`config.mk`:
```
export PLATFORM = sky130hd
export DESIGN_NAME = game_score_keeper_flat
export DESIGN_NICKNAME = d
export VERILOG_FILES = /design/src/rtl/game_score_keeper_if.sv /design/src/rtl/game_score_keeper.sv /design/src/flat_wrapper.sv
export SDC_FILE = /design/constraint.sdc
export NUM_CORES = 1
export LEC_CHECK = 0
export ABC_CLOCK_PERIOD_IN_PS = 2110
export BUFFER_PORTS_ARGS = -buffer_cell sky130_fd_sc_hd__buf_2
export CAP_MARGIN = 20
export CORE_MARGIN = 5
export CORE_UTILIZATION = 40
export DETAILED_ROUTE_END_ITERATION = 8
export HOLD_SLACK_MARGIN = 0.12
export MAX_ROUTING_LAYER = met4
export PLACE_DENSITY = 0.71
export SLEW_MARGIN = 20
export SYNTH_ARGS = -nofsm -noshare
export SYNTH_HDL_FRONTEND = slang
export SYNTH_SLANG_ARGS = --single-unit
export TNS_END_PERCENT = 5
```
`constraint.sdc`:
```
create_clock -name clk -period 2.11 [get_ports clk]
set_input_delay 0.1055 -clock clk [delete_from_list [all_inputs] [get_ports clk]]
set_output_delay 0.1055 -clock clk [all_outputs]
set_load 0.02 [all_outputs]
```
`src/rtl/game_score_keeper_if.sv`:
```
// +----------------------------------------------------------------------+
// | Module   : game_score_keeper_if                                      |
// | Brief    : Game clock, session controls and score outputs bundled    |
// |            between the game-clock source and the score keeper.       |
// | Revision : 1.0  initial release                                      |
// +----------------------------------------------------------------------+
`default_nettype none

interface game_score_keeper_if;
  logic        game_clk;
  logic        start;
  logic        crash;
  logic        tick;
  logic [1:0]  state;
  logic [15:0] score;
  logic [15:0] hi_score;
  logic        new_record;

  modport master (
    output game_clk, start, crash,
    input  tick, state, score, hi_score, new_record
  );

  modport slave (
    input  game_clk, start, crash,
    output tick, state, score, hi_score, new_record
  );
endinterface

`default_nettype wire

```
`src/rtl/game_score_keeper.sv`:
```
// +----------------------------------------------------------------------+
// | Module   : game_score_keeper                                         |
// | Brief    : Synchronizes the divided game clock into clk as one-cycle |
// |            ticks, runs the IDLE/RUN/OVER session FSM and keeps a     |
// |            saturating 4-digit BCD score. Optional high-score register|
// |            and new_record flag are built when GAME_HIGH_SCORE_EN is  |
// |            defined; otherwise hi_score/new_record are tied to zero.  |
// | Revision : 1.0  initial release                                      |
// +----------------------------------------------------------------------+
`default_nettype none

module game_score_keeper #(
  parameter int SCORE_DIV = 10
) (
  input  logic          clk,
  input  logic          rst_n,
  game_score_keeper_if.slave bus
);

  typedef enum logic [1:0] {
    ST_IDLE = 2'b00,
    ST_RUN  = 2'b01,
    ST_OVER = 2'b10
  } state_t;

  localparam logic [7:0]  c_DIV_LAST = 8'(SCORE_DIV - 1);
  localparam logic [15:0] c_SCORE_MAX = 16'h9999;

  logic        r_s1;
  logic        r_s2;
  logic        r_p;
  state_t      r_state;
  logic        r_tick;
  logic [15:0] r_score;
  logic [7:0]  r_sub;

  logic        w_rise;
  logic        w_start_game;
  logic        w_end_game;
  logic [15:0] w_score_inc;
  logic        w_carry;

  assign w_rise       = r_s2 & ~r_p;
  assign w_start_game = bus.start && (r_state != ST_RUN);
  assign w_end_game   = bus.crash && (r_state == ST_RUN);

  // Two-flop synchronizer plus previous-value flop for rising-edge detect
  always_ff @(posedge clk or negedge rst_n) begin
    if (!rst_n) begin
      r_s1 <= 1'b0;
      r_s2 <= 1'b0;
      r_p  <= 1'b0;
    end else begin
      r_s1 <= bus.game_clk;
      r_s2 <= r_s1;
      r_p  <= r_s2;
    end
  end

  // Ripple-carry BCD increment; holds at 9999 instead of wrapping
  always_comb begin
    w_score_inc = r_score;
    w_carry     = 1'b1;
    for (int i = 0; i < 4; i++) begin
      if (w_carry) begin
        if (r_score[i*4 +: 4] == 4'd9) begin
          w_score_inc[i*4 +: 4] = 4'd0;
        end else begin
          w_score_inc[i*4 +: 4] = r_score[i*4 +: 4] + 4'd1;
          w_carry               = 1'b0;
        end
      end
    end
    if (r_score == c_SCORE_MAX) begin
      w_score_inc = r_score;
    end
  end

  // Session FSM with registered tick, score and sub-counter
  always_ff @(posedge clk or negedge rst_n) begin
    if (!rst_n) begin
      r_state <= ST_IDLE;
      r_tick  <= 1'b0;
      r_score <= 16'h0000;
      r_sub   <= 8'd0;
    end else begin
      r_tick <= 1'b0;
      case (r_state)
        ST_IDLE, ST_OVER: begin
          if (bus.start) begin
            r_state <= ST_RUN;
            r_score <= 16'h0000;
            r_sub   <= 8'd0;
          end
        end
        ST_RUN: begin
          // crash wins over a coincident rise: no tick, score frozen
          if (bus.crash) begin
            r_state <= ST_OVER;
          end else if (w_rise) begin
            r_tick <= 1'b1;
            if (r_sub == c_DIV_LAST) begin
              r_sub   <= 8'd0;
              r_score <= w_score_inc;
            end else begin
              r_sub <= r_sub + 8'd1;
            end
          end
        end
        default: r_state <= ST_IDLE;
      endcase
    end
  end

  assign bus.tick  = r_tick;
  assign bus.state = r_state;
  assign bus.score = r_score;

`ifdef GAME_HIGH_SCORE_EN
  logic [15:0] r_hi_score;
  logic        r_new_record;

  // Capture a better score at game end; BCD words compare correctly as binary
  always_ff @(posedge clk or negedge rst_n) begin
    if (!rst_n) begin
      r_hi_score   <= 16'h0000;
      r_new_record <= 1'b0;
    end else if (w_end_game) begin
      if (r_score > r_hi_score) begin
        r_hi_score   <= r_score;
        r_new_record <= 1'b1;
      end
    end else if (w_start_game) begin
      r_new_record <= 1'b0;
    end
  end

  assign bus.hi_score   = r_hi_score;
  assign bus.new_record = r_new_record;
`else
  assign bus.hi_score   = 16'h0000;
  assign bus.new_record = 1'b0;
`endif

endmodule

`default_nettype wire

```
`src/flat_wrapper.sv`:
```
// flat-port wrapper written by rule: the top's interface ports become plain ports
module game_score_keeper_flat 
#(
  parameter int SCORE_DIV = 10
)
  (clk, rst_n, bus_game_clk, bus_start, bus_crash, bus_tick, bus_state, bus_score, bus_hi_score, bus_new_record);
  game_score_keeper_if bus_i ();
  input  logic clk;
  input  logic rst_n;
  input wire logic [$bits(bus_i.game_clk)-1:0] bus_game_clk;
  input wire logic [$bits(bus_i.start)-1:0] bus_start;
  input wire logic [$bits(bus_i.crash)-1:0] bus_crash;
  output wire logic [$bits(bus_i.tick)-1:0] bus_tick;
  output wire logic [$bits(bus_i.state)-1:0] bus_state;
  output wire logic [$bits(bus_i.score)-1:0] bus_score;
  output wire logic [$bits(bus_i.hi_score)-1:0] bus_hi_score;
  output wire logic [$bits(bus_i.new_record)-1:0] bus_new_record;
  assign bus_i.game_clk = bus_game_clk;
  assign bus_i.start = bus_start;
  assign bus_i.crash = bus_crash;
  assign bus_tick = bus_i.tick;
  assign bus_state = bus_i.state;
  assign bus_score = bus_i.score;
  assign bus_hi_score = bus_i.hi_score;
  assign bus_new_record = bus_i.new_record;
  game_score_keeper #(.SCORE_DIV(SCORE_DIV)) u_core (.clk(clk), .rst_n(rst_n), .bus(bus_i));
endmodule
```
==> results.py, run 1 <==
metrics = {
    "logic_synthesis": {
        "synth-edff-count": 0,
        "synth-xor-area-share_pct": 1.49,
        "synth.area.mux_share_pct": 0,
        "synth.largest_area_cell": "dfrtp_1",
        "yosys_warnings": 0,
        "synth_top_family_by_area": "simple AND/OR/NAND/NOR gates",
        "syn-cell-area_um2": 1770,
        "ys_seq_area_share_pct": 42.5,
        "yosys.cell_types.count": 39,
        "synthArstFlopShare_pct": 100,
        "synth_top_area_share_pct": 42.5,
        "synth.area.top_cells": "dfrtp_1 (42%), buf_4 (7.2%), ha_1 (7.1%)",
        "synth_compound_area_share_pct": 17.8,
        "syn_inst": 180,
        "synth-main-ff-cell": "dfrtp_1",
        "synthSimpleGateAreaFrac_pct": 22.0,
        "synthAdderAreaFrac_pct": 7.08,
        "ys_ff_latch": 30,
        "syn_area_per_cell_um2": 9.82,
    },
    "placed_design": {
        "port_buffers": 23,
        "dp.cells": 261,
        "hpwlAfterDp_um": 2570,
        "gp_congestion": 0.819,
        "preCtsSetupSlack_ps": 41.8,
    },
    "cells_and_area": {
        "nFillCells": 412,
        "area_delta_synth_final_pct": 19.7,
        "antennaDiodeCount": 0,
        "multi_input_area_um2": 950,
        "regArea_um2": 751,
        "drive_above_1_share_pct": 22.8,
        "fin_util_pct": 49.0,
        "fin_nets": 239,
        "instances_no_fill": 276,
    },
    "timing": {
        "tns_ps": 0,
        "finalClockSkew_ps": 7.01,
        "min_period_ps": 2060,
        "finalWorstSetupSlack_ps": 45.8,
        "rsz0062_at_grt": "true",
        "slew_headroom_pct": 55.2,
        "finalCritPeriodShare_pct": 97.8,
        "setup_viol": 0,
        "clock.fmax_mhz": 484,
        "slew_violations": 0,
        "tightestPinTransition_ps": 673,
        "final_hold_viol_count": 0,
    },
    "worst_setup_path": {
        "cp.depth": 8,
        "path_buf_inv": 2,
        "max_stage_delay_ps": 420,
        "crit_path_start_kind": "flip-flop",
        "r2r.worst_path.cells": 8,
        "cp_top_family": "compound AO/OA/AOI/OAI gates",
        "path_cells": "inv_2, ha_4, nand4bb_4, o41ai_4, buf_4, o211ai_1, or2_1, o21ai_1",
        "path_max_fanout": 7,
        "critPathSlowestCell": "dfrtp_1",
        "critical_path_arrival_ps": 2280,
        "critPathKind": "reg2reg",
        "cp.required_ps": 2320,
        "regToRegSetupSlack_ps": 50,
        "cp-end-kind": "flip-flop",
    },
    "clock_network": {
        "numCtsBuffers": 5,
        "cts.clk_slew.worst_paths_ps": 60,
        "clock-sinks": 30,
        "htreeDepth": 2,
        "cts_buffer_depth": 2,
        "cts_tree": "yes",
        "clk_latency_ps": 290,
        "root_buffer": "clkbuf_8",
    },
    "route": {
        "viasPerCell": 5.08,
        "drtIter0Drc": 78,
        "drc": 0,
        "routed_wl_um": 3730,
        "drt.antenna.violating_nets": 0,
        "wire_per_inst_um": 13.5,
        "drt-pass1-iter-count": 4,
        "num_vias": 1402,
    },
    "floorplanning": {
        "die_w_um": 76.5,
        "rows": 24,
        "die_h_um": 76.5,
        "coreArea_um2": 4320,
        "io_pins": 41,
        "die_area_um2": 5850,
        "start_util_pct": 40.9,
    },
    "grt": {
        "grt.overflow.total": 0,
        "grt_pass1_vias": 1404,
        "grt_antenna_before_repair": 0,
        "grt_pass1_wl_um": 6450,
        "globalRouteTotalUtil_pct": 14.1,
        "grt_max_degree": 31,
    },
    "status": {
        "status": "finished clean",
    },
    "power_and_ir_drop": {
        "ir_drop_uv": 502,
        "finalPower_mw": 1.79,
        "p_leak_nw": 0.991,
        "power_density_nw_per_um2": 847,
    },
    "job": {
        "drv_cap": 0,
    },
    "hold_path": {
        "min_path_cells": 0,
        "hold_class": "reg2reg",
    },
}
cell families after synthesis:
family,Yosys count
flip-flops,30
buffers and inverters,25
AO/OA/AOI/OAI,41
other,1
XOR/XNOR,3
adder cells (fa/ha/maj),10
AND/OR/NAND/NOR,70
worst register-to-register path: cells and delay by family, from the launching register on:
kind | cells | cell delay [ps]
compound gates | 3 | 710
simple gates | 2 | 430
flops | 1 | 420
buf+inv | 2 | 300
fa+ha+maj | 1 | 130
area by class of cell:
cell class / instances / area share [%]
inverters: 6 / 1.06
flip-flops and latches: 30 / 35.5
repair buffers: 40 / 11.9
clock buffers: 7 / 3.61
well taps: 52 / 3.07
multi-input cells: 141 / 44.9
metal layers:
| layer | vias up | track usage (%) | wire length [um] |
|---|---|---|---|
| met5 | - | - | 0 |
| met4 | 0 | 7.87 | 67 |
| met2 | 29 | 21.5 | 1800 |
| met1 | 666 | 16.3 | 1680 |
| met3 | 6 | 4.61 | 182 |
| li1 | 701 | - | - |
sequential cells by signal (all words and copies together) (netlist names):
| register | count |
|---|---|
| u_core.bus.score | 16 |
| u_core.r_sub | 8 |
| u_core.bus.state | 2 |
| u_core.bus.tick | 1 |
| u_core.r_p | 1 |
| u_core.r_s1 | 1 |
| u_core.r_s2 | 1 |
placed cells by master (no fill, tap or decap), types with 4 or more instances in the layout:
master	netlist	layout
o21ai_1	2	6
dfrtp_1	30	30
clkbuf_8	0	5
o31ai_1	5	5
ha_1	10	9
conb_1	1	17
nand3_1	8	8
dlygate4sd3_1	0	4
o21ai_0	19	15
nand2_1	18	18
inv_1	6	5
nor2_1	10	10
buf_4	17	13
nor3_1	5	5
buf_2	0	23
nand2b_1	10	10
worst paths after layout:
check                                              endpoint                         from
max                         u_core.bus.score[0]$_DFFE_PN0P_  u_core.r_sub[1]$_DFFE_PN0P_
min                                   u_core.r_s2$_DFF_PN0_        u_core.r_s1$_DFF_PN0_
min in group asynchronous  u_core.bus.score[15]$_DFFE_PN0P_                        rst_n
min reg2reg                           u_core.r_s2$_DFF_PN0_        u_core.r_s1$_DFF_PN0_
max reg2reg                 u_core.bus.score[0]$_DFFE_PN0P_  u_core.r_sub[1]$_DFFE_PN0P_
max in group asynchronous  u_core.bus.score[11]$_DFFE_PN0P_                        rst_n
report_power, final:
| part | internal, mW | total [mW] | leakage, nW | switching, mW |
|---|---|---|---|---|
| Clock | 0.226 | 0.434 | 0.0383 | 0.207 |
| Combinational | 0.248 | 0.633 | 0.550 | 0.386 |
| Sequential | 0.646 | 0.726 | 0.403 | 0.0807 |
timing repair:
item | 4_1_cts | 5_1_grt
buffers inserted | 0 | 4
endpoints found under the setup margin | 0 | 11
hold endpoints to repair | 33 | 0
hold buffers | 4 | 0
resized for setup | 0 | 12
cells in the mapped netlist (all sizes together) (3+ instances only):
master and n:
buf 17, nand3 8, nor3 5, dfrtp 30, o211ai 3, ha 10
nand2 18, inv 6, o31ai 6, and3b 3, o21ai 21, nand2b 10
o41ai 4, nor2 10, xnor2 3
through the flow:
stage | cell area [um2] | hold slack (ps)
6_report | 2120 | 356
5_1_grt | 2120 | 364
4_1_cts | 2060 | 354
3_5_place_dp | 1940 | 186
3_3_place_gp | 1940 | 178
2_1_floorplan | 1830 | -190
Note: power is estimated with default switching activity, not from simulation.
==> run 2: changes to the inputs <==
--- a/config.mk
+++ b/config.mk
@@ -5,15 +5,14 @@
 export SDC_FILE = /design/constraint.sdc
 export NUM_CORES = 1
 export LEC_CHECK = 0
-export ABC_CLOCK_PERIOD_IN_PS = 2110
+export ABC_CLOCK_PERIOD_IN_PS = 2350
 export BUFFER_PORTS_ARGS = -buffer_cell sky130_fd_sc_hd__buf_2
-export CAP_MARGIN = 20
 export CORE_MARGIN = 5
 export CORE_UTILIZATION = 40
 export DETAILED_ROUTE_END_ITERATION = 8
 export HOLD_SLACK_MARGIN = 0.12
 export MAX_ROUTING_LAYER = met4
-export PLACE_DENSITY = 0.71
+export PLACE_DENSITY = 0.68
 export SLEW_MARGIN = 20
 export SYNTH_ARGS = -nofsm -noshare
 export SYNTH_HDL_FRONTEND = slang
==> constraint.sdc (replaced) <==
create_clock -name clk -period 2.35 [get_ports clk]
set_input_delay 0.1175 -clock clk [delete_from_list [all_inputs] [get_ports clk]]
set_output_delay 0.1175 -clock clk [all_outputs]
set_load 0.02 [all_outputs]
==> run 2 against run 1 <==
Effect of this change:
- die area is the same
- fmax fell by 2.0%
- clock power fell by 2%
- cell area decreased by 3.7%
- worst setup slack better by 200 ps
- combinational power down 21%
- critical endpoint is now u_core.bus.score[11]$_DFFE_PN0P_
- highest routed layer unchanged
==> results.py, run 2 (synthesized netlist as in run 1, its figures left out) <==
metrics = {
    "status": {
        "status": "finished clean",
    },
    "cells_and_area": {
        "fin_nets": 230,
        "drive_above_1_share_pct": 18.5,
        "area_delta_synth_final_pct": 15.4,
        "fin_util_pct": 47.2,
        "final_cell_mix": "dfrtp_1 (30), buf_2 (23), o21ai_0 (19)",
        "final_common_cell": "dfrtp_1",
        "antennaDiodeCount": 0,
        "instances_no_fill": 268,
        "largest_reg_flops": 16,
    },
    "grt": {
        "grt_max_degree": 31,
        "grt_pass1_vias": 1324,
        "grt_antenna_before_repair": 0,
        "globalRouteTotalUtil_pct": 13.5,
        "grt.overflow.total": 0,
        "grt_pass1_wl_um": 6180,
    },
    "power_and_ir_drop": {
        "power_density_nw_per_um2": 772,
        "ir_drop_uv": 348,
        "p_leak_nw": 0.946,
    },
    "timing": {
        "rsz0062_at_grt": "false",
        "clock.fmax_mhz": 475,
        "finalCritPeriodShare_pct": 89.6,
        "finalClockSkew_ps": 7.12,
        "tightestPinTransition_ps": 669,
        "slew_violations": 0,
        "min_period_ps": 2110,
        "finalWorstSetupSlack_ps": 243,
        "final_hold_viol_count": 0,
        "whs_ps": 350,
        "slew_headroom_pct": 55.4,
        "setup_viol": 0,
        "tns_ps": 0,
    },
    "floorplanning": {
        "die_h_um": 76.5,
        "io_pins": 41,
        "die_w_um": 76.5,
        "coreArea_um2": 4320,
        "rows": 24,
        "die_area_um2": 5850,
        "start_util_pct": 40.9,
    },
    "worst_setup_path": {
        "critPathKind": "reg2reg",
        "cp.required_ps": 2560,
        "critical_path_arrival_ps": 2310,
        "path_max_fanout": 8,
        "cp-end-kind": "flip-flop",
        "crit_path_start_kind": "flip-flop",
    },
    "placed_design": {
        "hpwlAfterDp_um": 2570,
        "gp_congestion": 0.785,
        "preCtsSetupSlack_ps": 240,
        "port_buffers": 23,
        "dp.cells": 256,
    },
    "clock_network": {
        "htreeDepth": 2,
        "clk_latency_ps": 280,
        "numCtsBuffers": 5,
        "clock-sinks": 30,
        "cts_buffer_depth": 2,
        "post_cts_buffers": 0,
        "cts_tree": "yes",
        "cts.clk_slew.worst_paths_ps": 60,
        "root_buffer": "clkbuf_8",
    },
    "route": {
        "drt-pass1-iter-count": 6,
        "routed_wl_um": 3490,
        "wire_per_inst_um": 13.0,
        "viasPerCell": 5.14,
        "drtIter0Drc": 63,
        "drc": 0,
        "drt.antenna.violating_nets": 0,
        "num_vias": 1377,
    },
    "hold_path": {
        "hold_class": "reg2reg",
    },
    "job": {
        "drv_cap": 0,
    },
}
## run 2: changes by cell type in the layout (fill, tap and decap cells not counted), sizes merged
cell / before / now
clkinv: 0 / 1
buf: 36 / 27
## run 2: layer usage
layer | vias up | global-route usage (%) | routed length, um
met5 | - | - | 0
met4 | 0 | 6.29 | 58
met3 | 6 | 4.14 | 206
met2 | 37 | 21.5 | 1650
met1 | 649 | 15.6 | 1580
li1 | 685 | - | -
## run 2: cell type report
| cell class | instances | area, um2 |
|---|---|---|
| clock buffer | 7 | 86.3 |
| clock inverter | 1 | 5.00 |
| fill | 429 | 2280 |
| inverter | 6 | 22.5 |
| multi-input combinational | 141 | 925 |
| sequential | 30 | 751 |
| tap | 52 | 65.1 |
| timing repair buffer | 31 | 185 |
## run 2: power breakdown
group | internal (mW) | switching, mW | total (mW)
Combinational | 0.176 | 0.323 | 0.499
Sequential | 0.580 | 0.0693 | 0.649
Clock | 0.236 | 0.192 | 0.427
## run 2: critical path: stages (launching register included)
cell,delay [ps]
dfrtp_1,400
inv_1,90
ha_1,190
nand4bb_4,130
o41ai_4,300
buf_4,210
o211ai_4,110
or4_1,520
o211ai_2,70
## run 2: through the flow
step	power, mW	instance area (um2)
detailed placement	1.15	1900
CTS	1.60	2030
finish	1.58	2040
global route	1.70	2040
global placement	1.14	1900
floorplan	1.01	1830
## run 2: worst paths after layout
check                                             from                          endpoint  slack (ps)  cells past startpoint
setup / recovery           u_core.r_sub[1]$_DFFE_PN0P_  u_core.bus.score[11]$_DFFE_PN0P_         240                      8
hold / removal                   u_core.r_s1$_DFF_PN0_             u_core.r_s2$_DFF_PN0_         350                      0
setup reg to reg           u_core.r_sub[1]$_DFFE_PN0P_  u_core.bus.score[11]$_DFFE_PN0P_         240                      8
hold reg to reg                  u_core.r_s1$_DFF_PN0_             u_core.r_s2$_DFF_PN0_         350                      0
max in group asynchronous                        rst_n   u_core.bus.score[1]$_DFFE_PN0P_        1510                      2
min in group asynchronous                        rst_n   u_core.bus.state[1]$_DFFE_PN0P_         400                      2
## run 2: what timing repair did
action,4_1_cts,5_1_grt
endpoints found under the setup margin,0,1
hold buffers,4,0
gates resized for setup,0,1
endpoints found under the hold margin,34,0
==> run 3: changes to the inputs <==
--- a/config.mk
+++ b/config.mk
@@ -5,14 +5,14 @@
 export SDC_FILE = /design/constraint.sdc
 export NUM_CORES = 1
 export LEC_CHECK = 0
-export ABC_CLOCK_PERIOD_IN_PS = 2350
+export ABC_CLOCK_PERIOD_IN_PS = 1750
 export BUFFER_PORTS_ARGS = -buffer_cell sky130_fd_sc_hd__buf_2
 export CORE_MARGIN = 5
 export CORE_UTILIZATION = 40
 export DETAILED_ROUTE_END_ITERATION = 8
 export HOLD_SLACK_MARGIN = 0.12
 export MAX_ROUTING_LAYER = met4
-export PLACE_DENSITY = 0.68
+export PLACE_DENSITY = 0.71
 export SLEW_MARGIN = 20
 export SYNTH_ARGS = -nofsm -noshare
 export SYNTH_HDL_FRONTEND = slang
==> constraint.sdc (replaced) <==
create_clock -name clk -period 1.75 [get_ports clk]
set_input_delay 0.0875 -clock clk [delete_from_list [all_inputs] [get_ports clk]]
set_output_delay 0.0875 -clock clk [all_outputs]
set_load 0.02 [all_outputs]
==> run 3 against run 2 <==
Effect of this change:
- the run now ends with setup timing left
- fmax rose by 12%
- hold slack got worse by 2.3 ps
- final cell count rose by 15%
- sequential cell count unchanged
- cell area increased by 19%
- routed wire length is 19% higher
- utilization grew 8.9 points
- first-iteration DRC count grew 48%
- largest cell class unchanged
- largest power group is now combinational logic
- highest routed layer unchanged
==> results.py, run 3 (synthesized netlist as in run 1, its figures left out) <==
metrics = {
    "floorplanning": {
        "die_h_um": 76.5,
        "io_pins": 41,
        "coreArea_um2": 4320,
        "die_w_um": 76.5,
        "die_area_um2": 5850,
        "rows": 24,
        "start_util_pct": 40.9,
    },
    "cells_and_area": {
        "final_cell_mix": "buf_4 (43), dfrtp_1 (27), buf_2 (23)",
        "fin_util_pct": 56.1,
        "regArea_um2": 754,
        "drive_above_1_share_pct": 37.7,
        "postLayoutCellArea_um2": 2420,
        "nFillCells": 404,
        "fin_nets": 271,
        "antennaDiodeCount": 0,
        "final_common_cell": "buf_4",
        "area_delta_synth_final_pct": 37.2,
        "largest_reg_flops": 16,
        "multi_input_area_um2": 991,
    },
    "timing": {
        "setup_viol": 15,
        "finalWorstSetupSlack_ps": -123,
        "slew_headroom_pct": 54.7,
        "min_period_ps": 1870,
        "finalClockSkew_ps": 4.78,
        "tightestPinTransition_ps": 680,
        "final_hold_viol_count": 0,
        "slew_violations": 0,
        "rsz0062_at_grt": "true",
        "finalCritPeriodShare_pct": 107,
        "clock.fmax_mhz": 534,
        "whs_ps": 347,
    },
    "power_and_ir_drop": {
        "internal-power_mw": 1.55,
        "switching_share_pct": 37.0,
        "p_seq_share_pct": 34.1,
        "pwr-share-comb_pct": 41.8,
        "power_density_nw_per_um2": 1020,
        "ir_drop_uv": 486,
        "clock_power_share_pct": 24.1,
        "finalPower_mw": 2.46,
        "p_leak_nw": 1.18,
        "switchingPower_uw": 912,
    },
    "job": {
        "drv_cap": 0,
    },
    "route": {
        "drt-pass1-iter-count": 4,
        "drtIter0Drc": 93,
        "drt.antenna.violating_nets": 0,
        "num_vias": 1566,
        "drc": 0,
        "wire_per_inst_um": 13.4,
        "viasPerCell": 5.07,
        "routed_wl_um": 4160,
    },
    "worst_setup_path": {
        "crit_path_start_kind": "flip-flop",
        "critical_path_arrival_ps": 2030,
        "path_max_fanout": 6,
        "critPathKind": "reg2reg",
        "startpoint": "u_core.bus.score[8]$_DFFE_PN0P_",
        "r2r_start": "u_core.bus.score[8]$_DFFE_PN0P_",
        "cp.required_ps": 1910,
        "cp-end-kind": "flip-flop",
    },
    "clock_network": {
        "clk_latency_ps": 290,
        "numCtsBuffers": 5,
        "cts_buffer_depth": 2,
        "clock-sinks": 30,
        "htreeDepth": 2,
        "root_buffer": "clkbuf_8",
        "cts_tree": "yes",
        "cts.clk_slew.worst_paths_ps": 60,
    },
    "grt": {
        "grt_pass1_wl_um": 6870,
        "grt_max_degree": 31,
        "grt_pass1_vias": 1485,
        "grt_antenna_before_repair": 0,
        "grt.overflow.total": 0,
        "globalRouteTotalUtil_pct": 15.0,
    },
    "status": {
        "violations": "setup timing",
        "status": "finished, violations left",
    },
    "hold_path": {
        "hold_class": "reg2reg",
        "hp-start": "u_core.r_s1$_DFF_PN0_",
    },
    "placed_design": {
        "port_buffers": 23,
        "hpwlAfterDp_um": 2980,
        "placed_area_um2": 2200,
        "gp_congestion": 0.873,
    },
}
-- run 3: changes by cell type in the layout (fill, tap and decap cells not counted), moves of 3 or more --
cell and change:
buf_4 +39, o21ai_0 -8, o21ai_1 +7, dfrtp_1 -3, dfrtp_2 +3
-- run 3: power by group through the flow --
stage	logic (mW)	registers [mW]	clock network, mW
6_report	1.03	0.840	0.595
3_3_place_gp	0.892	0.840	0
5_1_grt	1.13	0.850	0.652
4_1_cts	0.966	0.839	0.615
2_1_floorplan	0.403	0.958	0
3_5_place_dp	0.912	0.844	0
-- run 3: cell type report --
type,count,share of cell area (%)
sequential,30,31.1
clock inverter,1,0.206
timing repair buffer,72,20.6
inverter,6,0.929
multi-input combinational,141,40.9
clock buffer,7,3.56
tap,52,2.68
-- run 3: repair_timing --
item | 4_1_cts | 5_1_grt
hold buffers | 4 | 0
gates resized for setup | 14 | 13
endpoints found under the setup margin | 24 | 23
pin swaps | 7 | 2
buffers inserted | 1 | 1
hold endpoints to repair | 34 | 0
-- run 3: worst paths after layout --
| kind | end | slack, ps | depth (start not counted) |
|---|---|---|---|
| min in group asynchronous | u_core.bus.state[1]$_DFFE_PN0P_ | 380 | 2 |
| worst max-delay path | u_core.bus.score[14]$_DFFE_PN0P_ | -120 | 6 |
| worst min-delay path | u_core.r_s2$_DFF_PN0_ | 350 | 0 |
| worst max register to register | u_core.bus.score[14]$_DFFE_PN0P_ | -120 | 6 |
| worst min register to register | u_core.r_s2$_DFF_PN0_ | 350 | 0 |
| max in group asynchronous | u_core.bus.score[13]$_DFFE_PN0P_ | 890 | 2 |
-- run 3: worst max-delay path, stage by stage (launching register included) --
cell and delay [ps]:
dfrtp_2 400, ha_1 180, and3b_2 240, a211oi_2 370
o2111ai_2 230, o21ai_0 210, o21ai_0 110
-- run 3: stage by stage --
stage | cells | setup WS [ps] | setup TNS (ps)
final | 309 | -123 | -1020
after global routing | 309 | -229 | -2990
after CTS | 308 | -125 | -1090
after detailed placement | 295 | -284 | -3590
after global placement | 295 | -198 | -2280
after floorplan | 196 | -223 | -2270
-- run 3: layer usage --
layer,wire length [um],GRT usage [%],share of wire (%),up-vias
li1,-,-,-,758
met1,1820,17.9,44,762
met2,2070,23.8,50,39
met3,182,3.78,4.4,7
met4,85,6.82,2.0,0
met5,0,-,0,-
